==> src/rtl/sort_result_streamer.sv <==
// Streams a captured sorter result vector one element per accepted handshake.
// A rising edge of sort_done captures the vector; captures that cannot be accepted set overrun.
module sort_result_streamer #(
  parameter int NUM_INPUT  = 8,
  parameter int DATA_WIDTH = 8,
  parameter int LSB_FIRST  = 1
) (
  input  logic                            clk,
  input  logic                            reset,
  input  logic [NUM_INPUT*DATA_WIDTH-1:0] sort_data,
  input  logic                            sort_done,
  output logic                            in_ready,
  output logic [DATA_WIDTH-1:0]           m_data,
  output logic                            m_valid,
  input  logic                            m_ready,
  output logic                            m_last,
  output logic [$clog2(NUM_INPUT)-1:0]    m_index,
  output logic                            overrun
);

  localparam int IW = $clog2(NUM_INPUT);
  localparam logic [IW-1:0] LAST_IDX = IW'(NUM_INPUT - 1);

  typedef enum logic {IDLE, STREAM} state_t;

  state_t                state;
  state_t                state_next;
  logic                  done_q;
  logic [IW-1:0]         index;
  logic [IW-1:0]         index_next;
  logic [IW-1:0]         sel;
  logic [DATA_WIDTH-1:0] buf_mem [NUM_INPUT];
  logic                  capture;
  logic                  transfer;
  logic                  accept;
  logic                  load;
  logic                  drop;

  always_ff @(posedge clk) begin
    if (reset) begin
      state   <= IDLE;
      done_q  <= 1'b0;
      index   <= '0;
      overrun <= 1'b0;
      buf_mem <= '{default: '0};
    end else begin
      state  <= state_next;
      done_q <= sort_done;
      index  <= index_next;
      if (drop)
        overrun <= 1'b1;
      if (load)
        for (int unsigned k = 0; k < NUM_INPUT; k++)
          buf_mem[k] <= sort_data[k*DATA_WIDTH +: DATA_WIDTH];
    end
  end

  always_comb begin
    capture  = sort_done & ~done_q;
    m_valid  = (state == STREAM);
    m_last   = m_valid && (index == LAST_IDX);
    m_index  = index;
    in_ready = (state == IDLE) || (m_last && m_ready);
    transfer = m_valid & m_ready;
    accept   = capture & in_ready;

    state_next = state;
    index_next = index;
    load       = 1'b0;
    drop       = 1'b0;

    case (state)
      IDLE: begin
        if (accept) begin
          state_next = STREAM;
          index_next = '0;
          load       = 1'b1;
        end
      end
      STREAM: begin
        // A capture on the final transfer reloads in place so the stream has no bubble.
        if (accept) begin
          index_next = '0;
          load       = 1'b1;
        end else if (transfer && m_last) begin
          state_next = IDLE;
          index_next = '0;
        end else if (transfer) begin
          index_next = index + 1'b1;
        end
        if (capture && !in_ready)
          drop = 1'b1;
      end
      default: state_next = IDLE;
    endcase

    sel    = (LSB_FIRST != 0) ? index : (LAST_IDX - index);
    m_data = buf_mem[sel];
  end

endmodule

==> config.mk <==
export PLATFORM = sky130hd
export DESIGN_NAME = sort_result_streamer
export DESIGN_NICKNAME = d
export VERILOG_FILES = /design/src/rtl/sort_result_streamer.sv
export SDC_FILE = /design/constraint.sdc
export NUM_CORES = 1
export LEC_CHECK = 0
export BUFFER_PORTS_ARGS = -buffer_cell sky130_fd_sc_hd__buf_2
export CORE_MARGIN = 4
export CORE_UTILIZATION = 30
export DETAILED_ROUTE_END_ITERATION = 8
export SYNTH_ARGS = -nofsm -noshare
export SYNTH_HDL_FRONTEND = slang
export SYNTH_SLANG_ARGS = --single-unit
==> constraint.sdc <==
create_clock -name clk -period 1.91 [get_ports clk]
set_input_delay 0.573 -clock clk [delete_from_list [all_inputs] [get_ports clk]]
set_output_delay 0.573 -clock clk [all_outputs]
set_load 0.01 [all_outputs]
=== Yosys cells after proc, flatten, opt, wreduce, memory -nomap -nowiden ===
Cells that the tools add are included.

* Add/sub/neg operators: 1
* $lt $le $gt $ge: 1
* Equality and inequality tests: 3
* Mux-type cells: 14
* Bitwise gates (word level): 6
* Reductions and logical operators: 7

{| class="wikitable"
|+ Operators with widths
! kind !! number
|-
| 8-bit binary-select mux with 3-bit select || 1
|-
| 8-bit two-way mux || 2
|-
| 3-bit two-way mux || 4
|-
| 3-bit case mux with 2 select lines || 1
|-
| 1-bit two-way mux || 5
|-
| 4-bit >= comparator, second input constant || 1
|-
| 1-bit logical AND || 4
|-
| 4-bit by 1-bit != test with 1-bit output, second input constant || 1
|-
| 3-bit NOT with 4-bit output || 1
|-
| 3-bit by 1-bit adder with 3-bit output, second input constant || 1
|-
| 1-bit bitwise AND || 3
|-
| 3-bit == test, second input constant || 1
|-
| 2-bit != test, second input constant || 1
|-
| 1-bit NOT || 2
|-
| 1-bit case mux with 2 select lines || 1
|-
| 2-bit AND reduction || 1
|-
| 1-bit zero test || 1
|-
| 1-bit logical OR || 1
|}

* Bits in registers: 70
* Bits of input ports: 68
* Output and inout bits: 15
* Logic and storage cells: 44

=== Depth between registers and ports, before layout ===
Gate-level depths: netlist of the first run.

* Word-level depth: 8
* Depth in mapped cells: 7
* Gate-level depth less buffers: 5

=== Worst setup path after synthesis of the first run ===
OpenSTA, ideal clock, no wires.

* Kind: register -> output
* Start: register index[0] (netlist: m_index[0])
* End: output port m_data[0]
* Arrival: 1.477 ns
* Data required time: 1.337 ns
* Setup slack: -0.140 ns
* Stages on the path, launching flop included: 5
* Buffers on the path: 2
* Cells stage by stage: dfxtp_1 -> buf_6 -> buf_12 -> mux4_2 -> mux2_2

* Cells in the longest elaborated chain, start to end: 4

{| class="wikitable"
|+ Ends and longest elaborated chain
! what !! line !! source
|-
| start: declaration || 29 || <nowiki>logic [IW-1:0] index;</nowiki>
|-
| start signal: assignment || 49 || <nowiki>index <= index_next;</nowiki>
|-
| 3-bit NOT with 4-bit output (implied by the code) || 98 || <nowiki>m_data = buf_mem[sel];</nowiki>
|-
| 8-bit binary-select mux with 3-bit select || 98 ||
|-
| 8-bit two-way mux (implied by the code) (2 in a row) || 98 ||
|-
| end: declaration || 13 || <nowiki>output logic [DATA_WIDTH-1:0] m_data,</nowiki>
|}

Every way passes these cells. The select of a mux whose other input is x is not followed.

=== Worst setup path after layout of the first run ===
* Start: register index[0] (netlist: m_index[0])
* End: output port m_data[1]

Same word-level chain as after synthesis.

==> flow_metrics.tcl, run 1 <==
set metrics [dict create \
    status "finished, violations left" \
    violations "negative setup slack" \
    drv_slew 0 \
    postLayoutCoreUtil_pct 46.2 \
    crit_path_start_kind "flip-flop" \
    postCtsHoldBufs 0 \
    final_area_sq_um 5120 \
    drv_cap 0 \
    postRouteAntennaNets 0 \
    rsz0062_at_grt "true" \
    synth_top_area_share_pct 40.5 \
    final_net_count 513 \
    drtIter0Drc 230 \
    synth_nets 420 \
    critPathTopFamily "multiplexers" \
    fin_skew_ns 0.00700 \
    grt_antenna_before_repair 0 \
    wl_um 11500 \
    total_power_mw 4.02 \
    path_buf_inv 2 \
    die-area_sq_um 13300 \
    grt_pass1_wl_um 15300 \
    firstDrtPassIters 4 \
    min_period_ns 2.33 \
    yosysWarnings 0 \
    max_stage_delay_ns 0.51 \
    ys_types 27 \
    synth_compound_area_share_pct 19.9 \
    synth_edf_count 0 \
    die_w_um 115 \
    drc 0 \
    initial_core_util_pct 31.3 \
    num_rows 38 \
    grt_util_all_layers_pct 15.0 \
    fin_ws_ns -0.425 \
    yosysMostFrequentCell "dfxtp_1" \
    root_buffer "clkbuf_16" \
    synthTopCellsByArea "dfxtp_1 40%, or3b_1 16%, a21oi_1 9.7%" \
    fmax_mhz 428 \
    numCtsBuffers 9 \
    synth_cells 350 \
    synthMuxAreaShare_pct 13.4 \
    globalplace.congestion 0.822 \
    synth_top_area_cell "dfxtp_1" \
    cts_buffer_depth 2 \
    clock-sinks 70 \
    finalHoldViolations 0 \
    worst-setup-path-type "flip-flop to output port" \
    grt_overflow 0 \
    post_drt_via_cell_ratio 5.32 \
    grt_max_degree 71 \
    cts_tree "yes" \
    synth_seq_cells 70 \
    synth_simple_gate_area_share_pct 18.1 \
    io_pins 83 \
    die_h_um 115 \
    path_clk_slew_ns 0.06 \
    slew_headroom_pct 73.2 \
    cp.required_ns 1.34 \
    async_flop_share_pct 0 \
    syn2layout_area_growth_pct 47.8 \
    synth_top_family_by_area "compound AO/OA/AOI/OAI gates" \
    synth-main-ff-cell "dfxtp_1" \
    place_area_sq_um 4090 \
    setup_violations 49 \
    vdd_drop_max_v 0.000475 \
    ys_seq_area_share_pct 40.5 \
    synth_fa_ha_area_share_pct 0.723 \
    synth_area_per_cell_sq_um 9.89 \
    io_buffers 82 \
    syn_area_sq_um 3460 \
    hp-class "flip-flop to flip-flop" \
    layout-drive-gt1-share_pct 54.7 \
    n_antenna_cell 0 \
    crit_slowest_cell "mux4_2" \
    core-area_sq_um 11100 \
    worst_pin_slew_ns 0.402 \
    post-place-ws_ns -0.148 \
    cp.arrival_ns 1.76 \
    insertion_delay_ns 0.33 \
    grt_pass1_vias 2911 \
    p_leak_nw 1.93 \
    end_kind "output port" \
    wire_per_inst_um 19.5 \
    yosys.area_share.xor_xnor_pct 0 \
    post-route-period-util_pct 122 \
    cp_max_fo 5 \
    fill_cells 1042 \
    hpwl_um 6810 \
    vias 3131 \
    crit_chain "buf_12 -> mux4_2 -> mux2_4 -> buf_6" \
    power.density_nw_per_um2 786 \
    ys_top_cells_by_count "70 x dfxtp_1, 67 x a21oi_1, 64 x or3b_1" \
    cts_max_level 3 \
]
==> final timing paths <==
| path | from | end | slack (ns) | cells past startpoint |
|---|---|---|---|---|
| setup / recovery | m_index[0] | m_data[1] | -0.42 | 4 |
| hold / removal | buf_mem[7] | buf_mem[7] | 0.46 | 2 |
| setup reg to reg | m_index[0] | buf_mem[12] | -0.13 | 10 |
| hold reg to reg | buf_mem[7] | buf_mem[7] | 0.46 | 2 |
==> sequential cells by signal, indices dropped and copies added, names as in the netlist <==
signal / flops
m_valid: 1
done_q: 1
buf_mem: 64
overrun: 1
m_index: 3
==> logic make-up (layout without fill, tap and decap cells) <==
kind of cell / after synthesis / in the layout
simple gates: 75 / 75
mux: 24 / 24
buf+inv: 44 / 142
fa+ha+maj: 2 / 2
compound gates: 135 / 135
flops: 70 / 70
==> layer usage <==
metal	share of wire [%]	track usage, %	wire (um)	vias up
li1	-	-	-	1497
met1	45	21.3	5190	1500
met2	45	22.1	5200	118
met3	7.5	4.13	855	16
met4	1.9	5.09	221	0
met5	0	0	0	-
==> worst register-to-register path, delay by kind of cell, from the launching register on <==
kind,cells,cell delay (ns)
simple gates,1,0.40
fa+ha+maj,2,0.26
compound gates,2,0.21
flops,1,0.39
buf+inv,5,0.71
==> where the power goes <==
part	switching [mW]	internal, mW
clock	0.654	1.01
combinational	0.330	0.417
sequential	0.0611	1.54
==> metrics by stage <==
step | hold WS, ns | instances | setup TNS (ns)
after floorplan | 0.448 | 350 | -0.364
final | 0.455 | 588 | -6.91
after global routing | 0.495 | 588 | -11.20
after detailed placement | 0.463 | 553 | -1.46
after global placement | 0.450 | 553 | -0.820
after CTS | 0.475 | 572 | -3.86
==> cell usage in the layout (no fill, tap or decap), drive strengths merged <==
cell	instances
nor2b	1
bufinv	1
clkinv	4
inv	4
nor4bb	1
nand2	1
o21ai	64
clkinvlp	1
nand2b	1
nand3	2
clkbuf	18
ha	2
mux2	8
a21oi	67
nand4	1
buf	114
or3b	65
a31oi	2
mux4	16
a21boi	1
and2	1
nor2	2
o2111ai	1
dfxtp	70
==> layout make-up <==
type	count	area (sq um)	share of cell area, %
clock buffer	9	225	4.40
clock inverter	7	73.8	1.44
inverter	3	11.3	0.220
multi-input combinational	236	2100	41.1
sequential	70	1410	27.5
tap	140	175	3.42
timing repair buffer	123	1120	21.9
==> what timing repair did <==
action                                 4_1_cts  5_1_grt
pin swaps                                    1       45
gates resized for setup                     24      112
setup endpoints to repair                   27       69
endpoints found under the hold margin        0        0
gates cloned                                 1       11
buffers inserted                             2        5
Power figures use the tool's default switching activity.
==> run 2: changes to the inputs <==
--- a/config.mk
+++ b/config.mk
@@ -6,9 +6,12 @@
 export NUM_CORES = 1
 export LEC_CHECK = 0
 export BUFFER_PORTS_ARGS = -buffer_cell sky130_fd_sc_hd__buf_2
+export CELL_PAD_IN_SITES_DETAIL_PLACEMENT = 1
+export CELL_PAD_IN_SITES_GLOBAL_PLACEMENT = 1
 export CORE_MARGIN = 4
 export CORE_UTILIZATION = 30
 export DETAILED_ROUTE_END_ITERATION = 8
+export PLACE_DENSITY_LB_ADDON = 0.1
 export SYNTH_ARGS = -nofsm -noshare
 export SYNTH_HDL_FRONTEND = slang
 export SYNTH_SLANG_ARGS = --single-unit
==> run 2 against run 1 <==
  * Worst hold slack improved by 0.019 ns
  * Count of clock-buffer cells in the layout rose by 5
  * Clock skew fell by 0.0012 ns
  * Die area did not move
  * Via count fell by 4.9%
  * Combinational power fell by 27%
  * Maximum frequency fell by 3.3%
  * Critical path type unchanged
  * Final cell count fell by 1.2%
  * Global-route usage rose by 1.6 points
  * Largest power group is now registers
  * The run still ends with negative setup slack left
==> flow_metrics.tcl, run 2 (same netlist as run 1, synthesis figures left out) <==
set metrics [dict create \
    hpwl_um 7770 \
    grt_util_all_layers_pct 16.6 \
    wl_um 10600 \
    worst-setup-path-type "flip-flop to output port" \
    cp.arrival_ns 1.84 \
    p_leak_nw 1.79 \
    grt_antenna_before_repair 0 \
    combPwrFrac_pct 14.8 \
    largest_register_ffs 64 \
    root_buffer "clkbuf_16" \
    hp-class "flip-flop to flip-flop" \
    worst_pin_slew_ns 0.338 \
    setup_violations 68 \
    io_buffers 82 \
    rsz0062_at_grt "true" \
    die_w_um 115 \
    cp-endpoint "m_data[2]" \
    finalHoldViolations 0 \
    cts_tree "yes" \
    top_register "buf_mem" \
    drv_cap 0 \
    n_antenna_cell 0 \
    slew_headroom_pct 77.4 \
    syn2layout_area_growth_pct 31.4 \
    grt_overflow 0 \
    die_h_um 115 \
    r2r_cells 9 \
    initial_core_util_pct 31.3 \
    grt_max_degree 71 \
    drv_slew 0 \
    place_area_sq_um 4190 \
    cts_buffer_depth 2 \
    numCtsBuffers 9 \
    core-area_sq_um 11100 \
    layout-drive-gt1-share_pct 36.3 \
    postCtsHoldBufs 0 \
    p_sw_mw 0.908 \
    crit_path_start_kind "flip-flop" \
    r2r-start "m_index[0]" \
    firstDrtPassIters 4 \
    path_buf_inv 2 \
    io_pins 83 \
    insertion_delay_ns 0.34 \
    postRouteAntennaNets 0 \
    drtIter0Drc 125 \
    final_net_count 507 \
    vdd_drop_max_v 0.000846 \
    r2r_slack_ns -0.18 \
    post-place-ws_ns -0.219 \
    post-route-period-util_pct 126 \
    status "finished, violations left" \
    place_inst 564 \
    crit_slowest_cell "mux4_2" \
    fin_ws_ns -0.503 \
    min_period_ns 2.41 \
    post_drt_via_cell_ratio 5.12 \
    drc 0 \
    grt_pass1_wl_um 16600 \
    fin_skew_ns 0.00578 \
    fmax_mhz 414 \
    final_cell_mix "77 x buf_2, 68 x dfxtp_1, 65 x a21oi_1" \
    max_stage_delay_ns 0.50 \
    total_power_mw 3.68 \
    cp_max_fo 8 \
    fin_cells 581 \
    r2r-end "buf_mem[35]" \
    globalplace.congestion 0.746 \
    cp.required_ns 1.34 \
    pwr-share-seq_pct 43.5 \
    swShare_pct 24.7 \
    final_area_sq_um 4550 \
    die-area_sq_um 13300 \
    critPathTopFamily "multiplexers" \
    final_common_cell "buf_2" \
    power.density_nw_per_um2 810 \
    cp_num_cells 4 \
    setup.worst_path.start "m_index[0]" \
    crit_chain "buf_12 -> mux4_2 -> mux2_4 -> buf_6" \
    end_kind "output port" \
    clkPwrFrac_pct 41.8 \
    clock-sinks 70 \
    grt_pass1_vias 3066 \
    path_clk_slew_ns 0.06 \
    vias 2977 \
    wire_per_inst_um 18.3 \
    violations "negative setup slack" \
    cts_max_level 3 \
    num_rows 38 \
    power.internal_mw 2.77 \
]
run 2: power groups by stage:
stage                     Sequential, mW  Clock, mW  Combinational (mW)
after floorplan                     1.60          0               0.326
after global placement              1.63          0               0.512
after detailed placement            1.63          0               0.521
after CTS                           1.60       1.59               0.543
after global routing                1.61       1.65               0.602
final                               1.60       1.54               0.543
run 2: repair_timing:
action / in CTS / in global routing
gates resized for setup: 15 / 5
setup endpoints to repair: 74 / 74
setup buffers: 1 / 1
cloned: 0 / 0
pin swaps: 1 / 0
endpoints found under the hold margin: 0 / 0
run 2: layer usage:
metal	up-vias	share of wire, %	global-route usage [%]
li1	1482	-	-
met1	1420	48	22.4
met2	66	46	26.1
met3	9	4.6	4.80
met4	0	1.3	4.93
met5	-	0	0
run 2: how the worst min path moves through the flow:
| stage | slack, ns | to | startpoint | cells past startpoint |
|---|---|---|---|---|
| 2_1_floorplan | 0.45 | buf_mem[48] | buf_mem[48] | 2 |
| 3_3_place_gp | 0.44 | overrun | overrun | 2 |
| 3_5_place_dp | 0.47 | overrun | overrun | 2 |
| 4_1_cts | 0.48 | buf_mem[9] | buf_mem[9] | 2 |
| 5_1_grt | 0.50 | buf_mem[28] | buf_mem[28] | 2 |
| 6_report | 0.47 | buf_mem[61] | buf_mem[61] | 2 |
run 2: worst reg2reg max path, delay by kind of cell, from the launching register on:
kind / cells / cell delay (ns)
DFF: 1 / 0.43
adders and majority gates: 2 / 0.37
buffers and inverters: 4 / 0.63
AOI/OAI and AO/OA: 2 / 0.20
and+or+nand+nor: 1 / 0.38
run 2: stage by stage:
stage / TNS, ns / utilization, % / hold WS [ns]
floorplan: -0.364 / - / 0.448
global placement: -5.02 / 37.8 / 0.445
detailed placement: -7.77 / 37.8 / 0.469
CTS: -11.70 / 40.8 / 0.476
global route: -17.70 / 41.1 / 0.498
finish: -9.77 / 41.1 / 0.474
run 2: cell type report:
type	instances	area, sq um
fillers	1284	6530
inverters	3	11.3
multi-input cells	236	1860
flip-flops and latches	70	1410
well taps	140	175
clock buffers	14	264
clock inverters	1	5.00
repair buffers	117	827
